$ cat config.mk
export PLATFORM = sky130hd
export DESIGN_NAME = n0_sched
export DESIGN_NICKNAME = d
export VERILOG_FILES = /design/src/rtl/n0_sched.sv
export SDC_FILE = /design/constraint.sdc
export NUM_CORES = 1
export LEC_CHECK = 0
export CORE_MARGIN = 8
export CORE_UTILIZATION = 30
export DETAILED_ROUTE_END_ITERATION = 10
export HOLD_SLACK_MARGIN = 0.02
export MAX_ROUTING_LAYER = met4
export PLACE_DENSITY = 0.55
export REMOVE_ABC_BUFFERS = 1
export SETUP_SLACK_MARGIN = 0.1
export SLEW_MARGIN = 20
export SYNTH_ARGS = -nofsm -noshare
export SYNTH_HDL_FRONTEND = slang
export SYNTH_SLANG_ARGS = --single-unit
$ cat constraint.sdc
create_clock -name clk -period 5.1 [get_ports clk]
set_input_delay 0.51 -clock clk [delete_from_list [all_inputs] [get_ports clk]]
set_output_delay 0.51 -clock clk [all_outputs]
set_load 0.005 [all_outputs]
$ cat src/rtl/n0_sched.sv
// Issue scheduler for the n0 multiplier cluster: walks tiles x chunks, drives
// NBin/SB reads under downstream credit control and aligns valid/first/last with products.
module n0_sched #(
    parameter int unsigned ADDR_W  = 10,
    parameter int unsigned CNT_W   = 10,
    parameter int unsigned LAT     = 5,
    parameter int unsigned CREDITS = 8
) (
    input  logic              clk,
    input  logic              rst,
    input  logic              i_start,
    input  logic [CNT_W-1:0]  i_num_in,
    input  logic [CNT_W-1:0]  i_num_out,
    input  logic [ADDR_W-1:0] i_nbin_base,
    input  logic [ADDR_W-1:0] i_sb_base,
    input  logic              i_credit,
    output logic              o_busy,
    output logic              o_done,
    output logic              o_nbin_rd,
    output logic [ADDR_W-1:0] o_nbin_addr,
    output logic              o_sb_rd,
    output logic [ADDR_W-1:0] o_sb_addr,
    output logic              o_valid,
    output logic              o_first,
    output logic              o_last,
    output logic [CNT_W-1:0]  o_credits
);

    localparam int unsigned D = LAT + 1;

    typedef enum logic [1:0] {
        S_IDLE,
        S_RUN,
        S_DRAIN,
        S_DONE
    } state_t;

    state_t state, state_d;

    logic [CNT_W-1:0]  num_in_q, num_out_q;
    logic [CNT_W-1:0]  in_idx_q, out_idx_q;
    logic [ADDR_W-1:0] nbin_base_q, sb_base_q, sb_ofs_q;
    logic [CNT_W-1:0]  credits_q, credits_d;
    logic              rd_q;
    logic              iss_first_q, iss_last_q, iss_end_q;
    logic [D-1:0]      pv_q, pf_q, pl_q;

    logic              start_c;
    logic              issue_c;
    logic              in_last_c, out_last_c;
    logic [CNT_W-1:0]  num_in_e, num_out_e, in_idx_e, out_idx_e;
    logic [ADDR_W-1:0] nbin_base_e, sb_base_e, sb_ofs_e;

    // Pass sequencing; the drain exits once only the output stage may still hold a valid.
    always_comb begin
        state_d = state;
        start_c = 1'b0;
        case (state)
            S_IDLE: begin
                if (i_start) begin
                    start_c = 1'b1;
                    if ((i_num_in == '0) || (i_num_out == '0)) begin
                        state_d = S_DONE;
                    end else begin
                        state_d = S_RUN;
                    end
                end
            end
            S_RUN: begin
                if (rd_q && iss_end_q) begin
                    state_d = S_DRAIN;
                end
            end
            S_DRAIN: begin
                if (pv_q[D-2:0] == '0) begin
                    state_d = S_DONE;
                end
            end
            S_DONE: begin
                state_d = S_IDLE;
            end
            default: begin
                state_d = S_IDLE;
            end
        endcase
    end

    // Credit accounting; a freed slot at full count is dropped.
    always_comb begin
        credits_d = credits_q;
        if (rd_q && !i_credit) begin
            credits_d = credits_q - CNT_W'(1);
        end else if (!rd_q && i_credit && (credits_q != CNT_W'(CREDITS))) begin
            credits_d = credits_q + CNT_W'(1);
        end
    end

    // Issue decision is made one cycle ahead so strobes and addresses come straight from flops.
    always_comb begin
        num_in_e    = start_c ? i_num_in    : num_in_q;
        num_out_e   = start_c ? i_num_out   : num_out_q;
        nbin_base_e = start_c ? i_nbin_base : nbin_base_q;
        sb_base_e   = start_c ? i_sb_base   : sb_base_q;
        in_idx_e    = start_c ? '0 : in_idx_q;
        out_idx_e   = start_c ? '0 : out_idx_q;
        sb_ofs_e    = start_c ? '0 : sb_ofs_q;
        in_last_c   = (in_idx_e == (num_in_e - CNT_W'(1)));
        out_last_c  = (out_idx_e == (num_out_e - CNT_W'(1)));
        issue_c     = (state_d == S_RUN) && (credits_d != '0);
    end

    always_ff @(posedge clk) begin
        if (rst) begin
            state       <= S_IDLE;
            credits_q   <= CNT_W'(CREDITS);
            rd_q        <= 1'b0;
            o_busy      <= 1'b0;
            o_done      <= 1'b0;
            o_nbin_addr <= '0;
            o_sb_addr   <= '0;
            num_in_q    <= '0;
            num_out_q   <= '0;
            nbin_base_q <= '0;
            sb_base_q   <= '0;
            in_idx_q    <= '0;
            out_idx_q   <= '0;
            sb_ofs_q    <= '0;
            iss_first_q <= 1'b0;
            iss_last_q  <= 1'b0;
            iss_end_q   <= 1'b0;
            pv_q        <= '0;
            pf_q        <= '0;
            pl_q        <= '0;
        end else begin
            state     <= state_d;
            credits_q <= credits_d;
            rd_q      <= issue_c;
            o_busy    <= (state_d != S_IDLE);
            o_done    <= (state_d == S_DONE);

            if (start_c) begin
                num_in_q    <= i_num_in;
                num_out_q   <= i_num_out;
                nbin_base_q <= i_nbin_base;
                sb_base_q   <= i_sb_base;
                in_idx_q    <= '0;
                out_idx_q   <= '0;
                sb_ofs_q    <= '0;
            end

            if (issue_c) begin
                o_nbin_addr <= nbin_base_e + ADDR_W'(in_idx_e);
                o_sb_addr   <= sb_base_e + sb_ofs_e;
                iss_first_q <= (in_idx_e == '0);
                iss_last_q  <= in_last_c;
                iss_end_q   <= in_last_c && out_last_c;
                sb_ofs_q    <= sb_ofs_e + ADDR_W'(1);
                if (in_last_c) begin
                    in_idx_q  <= '0;
                    out_idx_q <= out_idx_e + CNT_W'(1);
                end else begin
                    in_idx_q  <= in_idx_e + CNT_W'(1);
                end
            end

            pv_q <= {pv_q[D-2:0], rd_q};
            pf_q <= {pf_q[D-2:0], rd_q & iss_first_q};
            pl_q <= {pl_q[D-2:0], rd_q & iss_last_q};
        end
    end

    assign o_nbin_rd = rd_q;
    assign o_sb_rd   = rd_q;
    assign o_valid   = pv_q[D-1];
    assign o_first   = pf_q[D-1];
    assign o_last    = pl_q[D-1];
    assign o_credits = credits_q;

endmodule

# Word level (Yosys, flattened, before mapping)
# Index checks and enable logic that the tools add are counted.
# op_classes
reduce_logical	16
eq_ne	8
muxes	21
bitwise	2
add_sub_neg	9
# ops
operator	count
$mux 10	14
$add 10x1->10 const B	4
$logic_not 10->1	3
$sub 10x1->10 const B	3
$add 10x10->10	2
$eq 10x10->1	2
$ne 10x4->1 const B	1
$reduce_bool 10->1	1
$mux 2	4
$pmux 2 s4	1
$eq 2x2->1 const B	3
$logic_and 1x1->1	6
$logic_not 5->1	1
$eq 2x1->1 const B	2
$and 1x1->1	2
$logic_not 1->1	2
$logic_not 2->1	1
$mux 1	2
$reduce_bool 2->1	1
$logic_or 1x1->1	1
# totals
register_bits	126
input_bits	44
wordCells	76

# Depth between registers and ports, before layout
# Gate-level depths: netlist (run 1).
# logic_depth
ltp_word	8
mapped_depth	22
depth_no_buf	14

# Worst setup path before layout (run 1)
# No wires, ideal clock.
# synth_path
path_type	input port to flip-flop
startpoint	in i_start
endpoint	reg out_idx_q[6]
arrival_ns	4.628
path_slack_ns	0.402
cell_stages	18
required_time_ns	5.030
path_buffers	7
cell_sequence	or3b_1 > buf_6 > clkbuf_1 > buf_2 > clkbuf_1 > clkbuf_1 > clkbuf_1 > mux2i_1 > ha_1 > nor3b_1 > o21ai_0 > a211oi_1 > a31oi_1 > nor4_4 > o2111ai_2 > buf_6 > or4_1 > a21oi_1
# synth_between
elab_chain_len	7
elab_cells_between_ends	14
# synth_rtl
item	line_no	text
start, declared	11	input logic i_start,
$mux 1	60	if (i_start) begin
$mux 1	58	case (state)
$mux 10	n/a	
$sub 10x1->10	107	in_last_c = (in_idx_e == (num_in_e - CNT_W'(1)));
$eq 10x10->1	107	
$mux 10	158	if (in_last_c) begin
$mux 10 (*)	151	if (issue_c) begin
end signal, assigned	160	out_idx_q <= out_idx_e + CNT_W'(1);
end, declared	41	logic [CNT_W-1:0] in_idx_q, out_idx_q;
# Mark *: on every way between the ends. The rest lies on a longest branch, timed or not.
# A chain may end at the register's enable or synchronous reset.

# Final worst setup path (run 1)
# layout_path
startpoint	reg credits_q[0] (netlist: o_credits[0])
endpoint	reg in_idx_q[2]
# layout_between
elab_chain_len	7
elab_cells_between_ends	9
# layout_rtl
item	line_no	text
start, declared	43	logic [CNT_W-1:0] credits_q, credits_d;
start signal, assigned	115	credits_q <= CNT_W'(CREDITS);
start signal, assigned	136	credits_q <= credits_d;
parallel branches: the longest is 3 deep, another holds $add 10x1->10	n/a	
$mux 10 (*)	91	if (rd_q && !i_credit) begin
$reduce_bool 10->1 (*)	109	issue_c = (state_d == S_RUN) && (credits_d != '0);
$logic_and 1x1->1 (*)	109	
$mux 10 (*)	151	
end signal, assigned	162	in_idx_q <= in_idx_e + CNT_W'(1);
end, declared	41	
# Every way passes the cells marked *.

==> results of run 1 <==
[metrics by stage]
step / cells / utilization / area [sq um]
after floorplan: 838 / - / 6870
after global placement: 1245 / 0.349 / 8140
after detailed placement: 1245 / 0.349 / 8140
after CTS: 1276 / 0.376 / 8780
after global routing: 1276 / 0.376 / 8780
final: 1276 / 0.376 / 8780
[cell usage in the layout (no fill, tap or decap), types with 8 or more instances in the layout]
cell type / count
nand4_1: 15
or4_1: 13
nand3_1: 19
nor4_1: 10
nand2_1: 154
a21boi_0: 8
a211oi_1: 9
xnor2_1: 34
and2_1: 16
inv_1: 24
nor3_1: 23
nand2b_1: 8
clkbuf_16: 17
a21oi_1: 77
or3_1: 9
clkdlybuf4s50_1: 79
buf_4: 9
xor2_1: 22
dfxtp_1: 126
ha_1: 26
nor2b_1: 23
mux2i_1: 19
o31ai_1: 8
nor2_1: 68
o21ai_0: 27
[final timing paths]
kind,slack (ns),from,cells past startpoint,end
max,1.10,o_credits[0]$_SDFF_PP0_,11,in_idx_q[2]$_SDFF_PP0_
min,0.43,pl_q[4]$_SDFF_PP0_,1,pl_q[5]$_SDFF_PP0_
max reg2reg,1.10,o_credits[0]$_SDFF_PP0_,11,in_idx_q[2]$_SDFF_PP0_
min reg2reg,0.43,pl_q[4]$_SDFF_PP0_,1,pl_q[5]$_SDFF_PP0_
[Yosys cell counts (all sizes together) (3+ instances only)]
master,n
a21oi,78
o211ai,5
nor2,68
and2,17
o31ai,8
a211oi,10
o21ai,28
nand3b,5
inv,24
nand2,154
a31o,7
buf,14
dfxtp,126
clkbuf,33
nand4,15
nor4,12
o22ai,4
a21o,4
nor3,23
and3,7
or4,14
nor3b,5
nand4b,3
a21boi,8
or3,9
o31a,3
a2111oi,3
xnor2,34
a22oi,3
xor2,22
nand2b,8
nand3,19
ha,26
mux2i,20
o21a,4
nor2b,23
[sequential cells by signal (all words and copies together) (netlist names), 10 cells and up]
signal	count
o_sb_addr	10
sb_ofs_q	10
out_idx_q	10
o_nbin_addr	10
nbin_base_q	10
in_idx_q	10
sb_base_q	10
num_in_q	10
num_out_q	10
o_credits	10
[final cells by class]
| cell class | count | area [sq um] |
|---|---|---|
| fill | 2412 | 14600 |
| multi-input combinational | 687 | 4270 |
| sequential | 126 | 2520 |
| timing repair buffer | 88 | 858 |
| clock buffer | 19 | 453 |
| tap | 319 | 399 |
| clock inverter | 12 | 184 |
| inverter | 25 | 93.8 |
[layer usage]
metal / wire [microns] / share of wire
met5: 0 / 0
met4: 447 / 0.023
met3: 666 / 0.035
met2: 8400 / 0.44
met1: 9540 / 0.50
[power breakdown]
group	internal (uW)	switching (uW)	total, uW
registers	1030	43.4	1070
clock network	846	462	1310
logic	215	271	486
total	2090	776	2870
[worst reg2reg max path, delay by kind of cell (launching register included)]
kind | cells | cell delay, ns
compound gates | 4 | 1.35
simple gates | 4 | 1.34
buf+inv | 2 | 0.57
flops | 1 | 0.42
fa+ha+maj | 1 | 0.23
[cell families (layout without fill, tap and decap cells)]
| kind of cell | count (synthesis) | after routing | share of synthesized area |
|---|---|---|---|
| multiplexers | 22 | 22 | 0.0332 |
| AND/OR/NAND/NOR | 392 | 392 | 0.274 |
| adder cells (fa/ha/maj) | 28 | 28 | 0.0515 |
| flip-flops | 126 | 126 | 0.356 |
| buffers and inverters | 72 | 144 | 0.0441 |
| AO/OA/AOI/OAI | 189 | 189 | 0.172 |
| XOR/XNOR | 56 | 56 | 0.0692 |
==> results.json, run 1 <==
{
  "status": "finished, final reports clean",
  "tns_ns": 0,
  "whs_ns": 0.431,
  "cts_tree": "done",
  "maxCapViolCount": 0,
  "slew_violations": 0,
  "grt_usage": 0.136,
  "post-route-period-util": 0.784,
  "vias": 6356,
  "pin_count": 81,
  "dp_hpwl_microns": 13600,
  "rsz0062_at_grt": "false",
  "drt_iter0_markers": 352,
  "grt_pass1_wl_microns": 30900,
  "synthFlopType": "dfxtp_1",
  "place_ws_ns": 0.748,
  "tightest_slew_ns": 0.837,
  "synth_top_area_frac": 0.356,
  "syn_avg_cell_area_sq_um": 8.01,
  "required_ns": 5.41,
  "crit_fanout": 19,
  "coreArea_sq_um": 23300,
  "h-tree-depth": 4,
  "cts_hold_buf": 0,
  "totalPowerFinal_uw": 2870,
  "synth.largest_area_cell": "dfxtp_1",
  "synth.cell_area_sq_um": 7090,
  "dr.pass1.iters": 4,
  "hold_violations": 0,
  "cts_setup_buffers": 0,
  "start_util": 0.304,
  "ys_warn_count": 0,
  "top_usage_layer": "met2",
  "setup_viol": 0,
  "drive_above_1_share": 0.0679,
  "max_freq_mhz": 250,
  "grtUsageMet1": 0.180,
  "synth-seq-area-share": 0.356,
  "setup_slack_ns": 1.10,
  "fin_skew_ns": 0.00656,
  "drcViolationCount": 0,
  "crit_path_cell_trace": "inv_1 > ha_1 > or4bb_1 > nor4_2 > nor2b_1 > o311a_1 > and4_1 > a21oi_2 > buf_4 > a21boi_0 > o21ba_2",
  "post_cts_resized": 0,
  "worstPathArrival_ns": 4.31,
  "io_buffers": 80,
  "cts_buffers": 17,
  "synth_cells": 885,
  "cp-start-kind": "flop",
  "crit_buf_inv": 2,
  "postRouteAntennaNets": 0,
  "clkSinkCount": 126,
  "syn_to_final_growth_pct": 23.8,
  "grt_pass1_vias": 6013,
  "met3_usage": 0.0230,
  "cp_slowest_cell": "a21oi_2",
  "critPathMaxStageDelay_ns": 0.67,
  "clk_path_buf_depth": 2,
  "power.leakage_uw": 0.00343,
  "max-slew-margin-rel": 0.442,
  "wl_per_cell_microns": 14.9,
  "rows": 56,
  "grt_util_met2": 0.202,
  "antenna_found_initial": 0,
  "p_per_area_nw_per_um2": 327,
  "die-height_microns": 170,
  "finalNetCount": 1017,
  "cts-root-buf": "clkbuf_16",
  "path_delay_family": "simple AND/OR/NAND/NOR gates",
  "post_drt_via_cell_ratio": 4.98,
  "diodes": 0,
  "ys_types": 82,
  "die_area_sq_um": 28800,
  "hold_class": "flop to flop",
  "routabilityCongestion": 0.868,
  "async_flop_share": 0,
  "worstSetupPathType": "flop to flop",
  "end_kind": "flop",
  "routed_wirelength_microns": 19000,
  "clk_pin_slew_ns": 0.06,
  "finalCriticalPeriod_ns": 4.00,
  "gr-total-overflow": 0,
  "synth_top_cells_by_area": "dfxtp_1, nand2_1, a21oi_1",
  "grt_max_degree": 73,
  "ys_seq_elements": 126,
  "dieWidth_microns": 170,
  "clk-insertion-delay-late_ns": 0.42,
  "peakVddDrop_v": 0.000180,
  "synth_edf_count": 0
}
Power figures use the tool's default switching activity.
==> inputs of run 2 (changes only) <==
==> constraint.sdc (replaced) <==
create_clock -name clk -period 3.76 [get_ports clk]
set_input_delay 0.376 -clock clk [delete_from_list [all_inputs] [get_ports clk]]
set_output_delay 0.376 -clock clk [all_outputs]
set_load 0.005 [all_outputs]
==> run 2 against run 1 <==
Net effect:
- via count rose by 1.3%
- die area did not move
- non-clock buffer count grew 44
- setup slack got worse by 0.84 ns
- count of clock-buffer cells in the layout shrank 1
- clock skew rose by 0.0067 ns
- global-route usage down 0.19 points
- combinational power grew 54%
- clock power is 28% higher
==> results.json, run 2 (synthesized netlist as in run 1, its figures left out) <==
{
  "grt_usage": 0.135,
  "post-route-period-util": 0.929,
  "maxCapViolCount": 0,
  "hold_violations": 0,
  "status": "finished, final reports clean",
  "cts-root-buf": "clkbuf_16",
  "post_cts_resized": 0,
  "dieWidth_microns": 170,
  "syn_to_final_growth_pct": 29.0,
  "rr_endpoint": "out_idx_q[5]$_SDFF_PP0_",
  "cts_tree": "done",
  "final_cell_mix": "nand2_1, dfxtp_1, clkdlybuf4s50_1, a21oi_1, nor2_1",
  "grt_max_degree": 50,
  "h-tree-depth": 4,
  "power.leakage_uw": 0.00364,
  "p_per_area_nw_per_um2": 424,
  "io_buffers": 80,
  "setup_viol": 0,
  "r2r_start": "state[1]$_SDFF_PP0_",
  "routabilityCongestion": 0.881,
  "pin_count": 81,
  "drt_iter0_markers": 372,
  "end_kind": "flop",
  "start_util": 0.304,
  "routed_wirelength_microns": 18800,
  "clk_pin_slew_ns": 0.06,
  "max-slew-margin-rel": 0.546,
  "rsz0062_at_grt": "false",
  "postRouteAntennaNets": 0,
  "tightest_slew_ns": 0.675,
  "cts_hold_buf": 0,
  "die-height_microns": 170,
  "multi_input_area_sq_um": 4290,
  "placedInstanceArea_sq_um": 8520,
  "vias": 6436,
  "startpoint": "i_start",
  "max_freq_mhz": 286,
  "finalNetCount": 1061,
  "gr-total-overflow": 0,
  "required_ns": 4.10,
  "whs_ns": 0.424,
  "clk-insertion-delay-late_ns": 0.42,
  "grt_pass1_wl_microns": 30700,
  "r2r_slack_ns": 0.37,
  "clk_path_buf_depth": 2,
  "post_drt_via_cell_ratio": 4.88,
  "antenna_found_initial": 0,
  "grt_pass1_vias": 6065,
  "final_common_cell": "nand2_1",
  "final_cell_area_sq_um": 9150,
  "fin_skew_ns": 0.0133,
  "coreArea_sq_um": 23300,
  "worstSetupPathType": "input port to flop",
  "die_area_sq_um": 28800,
  "peakVddDrop_v": 0.000225,
  "slew_violations": 0,
  "fill_cells": 2360,
  "register_area_sq_um": 2520,
  "crit_fanout": 9,
  "setup_slack_ns": 0.266,
  "cts_setup_buffers": 0,
  "place_ws_ns": -0.245,
  "drcViolationCount": 0,
  "totalPowerFinal_uw": 3880,
  "hold-path-cell-count": 2,
  "hold_class": "input port to flop",
  "holdCritStartpoint": "rst",
  "wl_per_cell_microns": 14.3,
  "hold_end": "pf_q[5]$_SDFF_PP0_",
  "rows": 56,
  "drive_above_1_share": 0.111,
  "cp-start-kind": "input port",
  "clkSinkCount": 126,
  "worstPathArrival_ns": 3.83,
  "dr.pass1.iters": 5,
  "reg2reg_depth": 11,
  "diodes": 0,
  "finalCriticalPeriod_ns": 3.49,
  "dp_hpwl_microns": 14000,
  "cts_buffers": 17
}
## run 2: routing by layer
metal,wire [microns],track usage,up-vias
li1,-,-,3322
met1,9600,0.181,2976
met2,8310,0.200,119
met3,605,0.0221,19
met4,314,0.0473,0
met5,0,-,-
## run 2: how the worst max path moves through the flow
| stage | to | depth (start not counted) |
|---|---|---|
| 2_1_floorplan | out_idx_q[5]$_SDFF_PP0_ | 11 |
| 3_3_place_gp | out_idx_q[5]$_SDFF_PP0_ | 12 |
| 3_5_place_dp | out_idx_q[8]$_SDFF_PP0_ | 13 |
| 4_1_cts | out_idx_q[5]$_SDFF_PP0_ | 12 |
| 5_1_grt | out_idx_q[8]$_SDFF_PP0_ | 13 |
| 6_report | out_idx_q[5]$_SDFF_PP0_ | 12 |
## run 2: area by class of cell
type	count	area share
timing repair buffer	132	0.135
inverter	25	0.0103
clock buffer	18	0.0480
clock inverter	12	0.0179
multi-input combinational	687	0.469
tap	319	0.0436
sequential	126	0.276
## run 2: power breakdown
| part | switching, uW | internal [uW] | leakage [uW] |
|---|---|---|---|
| combinational | 396 | 352 | 0.00233 |
| clock | 624 | 1060 | 0.000281 |
| sequential | 49.1 | 1400 | 0.00103 |
| total | 1070 | 2810 | 0.00364 |
## run 2: per-stage QoR
step / util / setup TNS [ns] / cells
detailed placement: 0.365 / -1.42 / 1289
CTS: 0.391 / 0 / 1319
finish: 0.392 / 0 / 1319
global placement: 0.365 / -0.705 / 1289
global route: 0.392 / 0 / 1319
floorplan: - / -16.36 / 838
## run 2: worst max-delay path, cell delays in order
cell             delay [ns]
clkdlybuf4s50_1        0.48
or3b_4                 0.41
mux2i_1                0.25
ha_2                   0.29
nand2b_1               0.11
nor3_1                 0.21
xnor2_1                0.09
o31a_1                 0.31
nor4_4                 0.40
o2111ai_4              0.24
or4_1                  0.52
a21oi_1                0.15
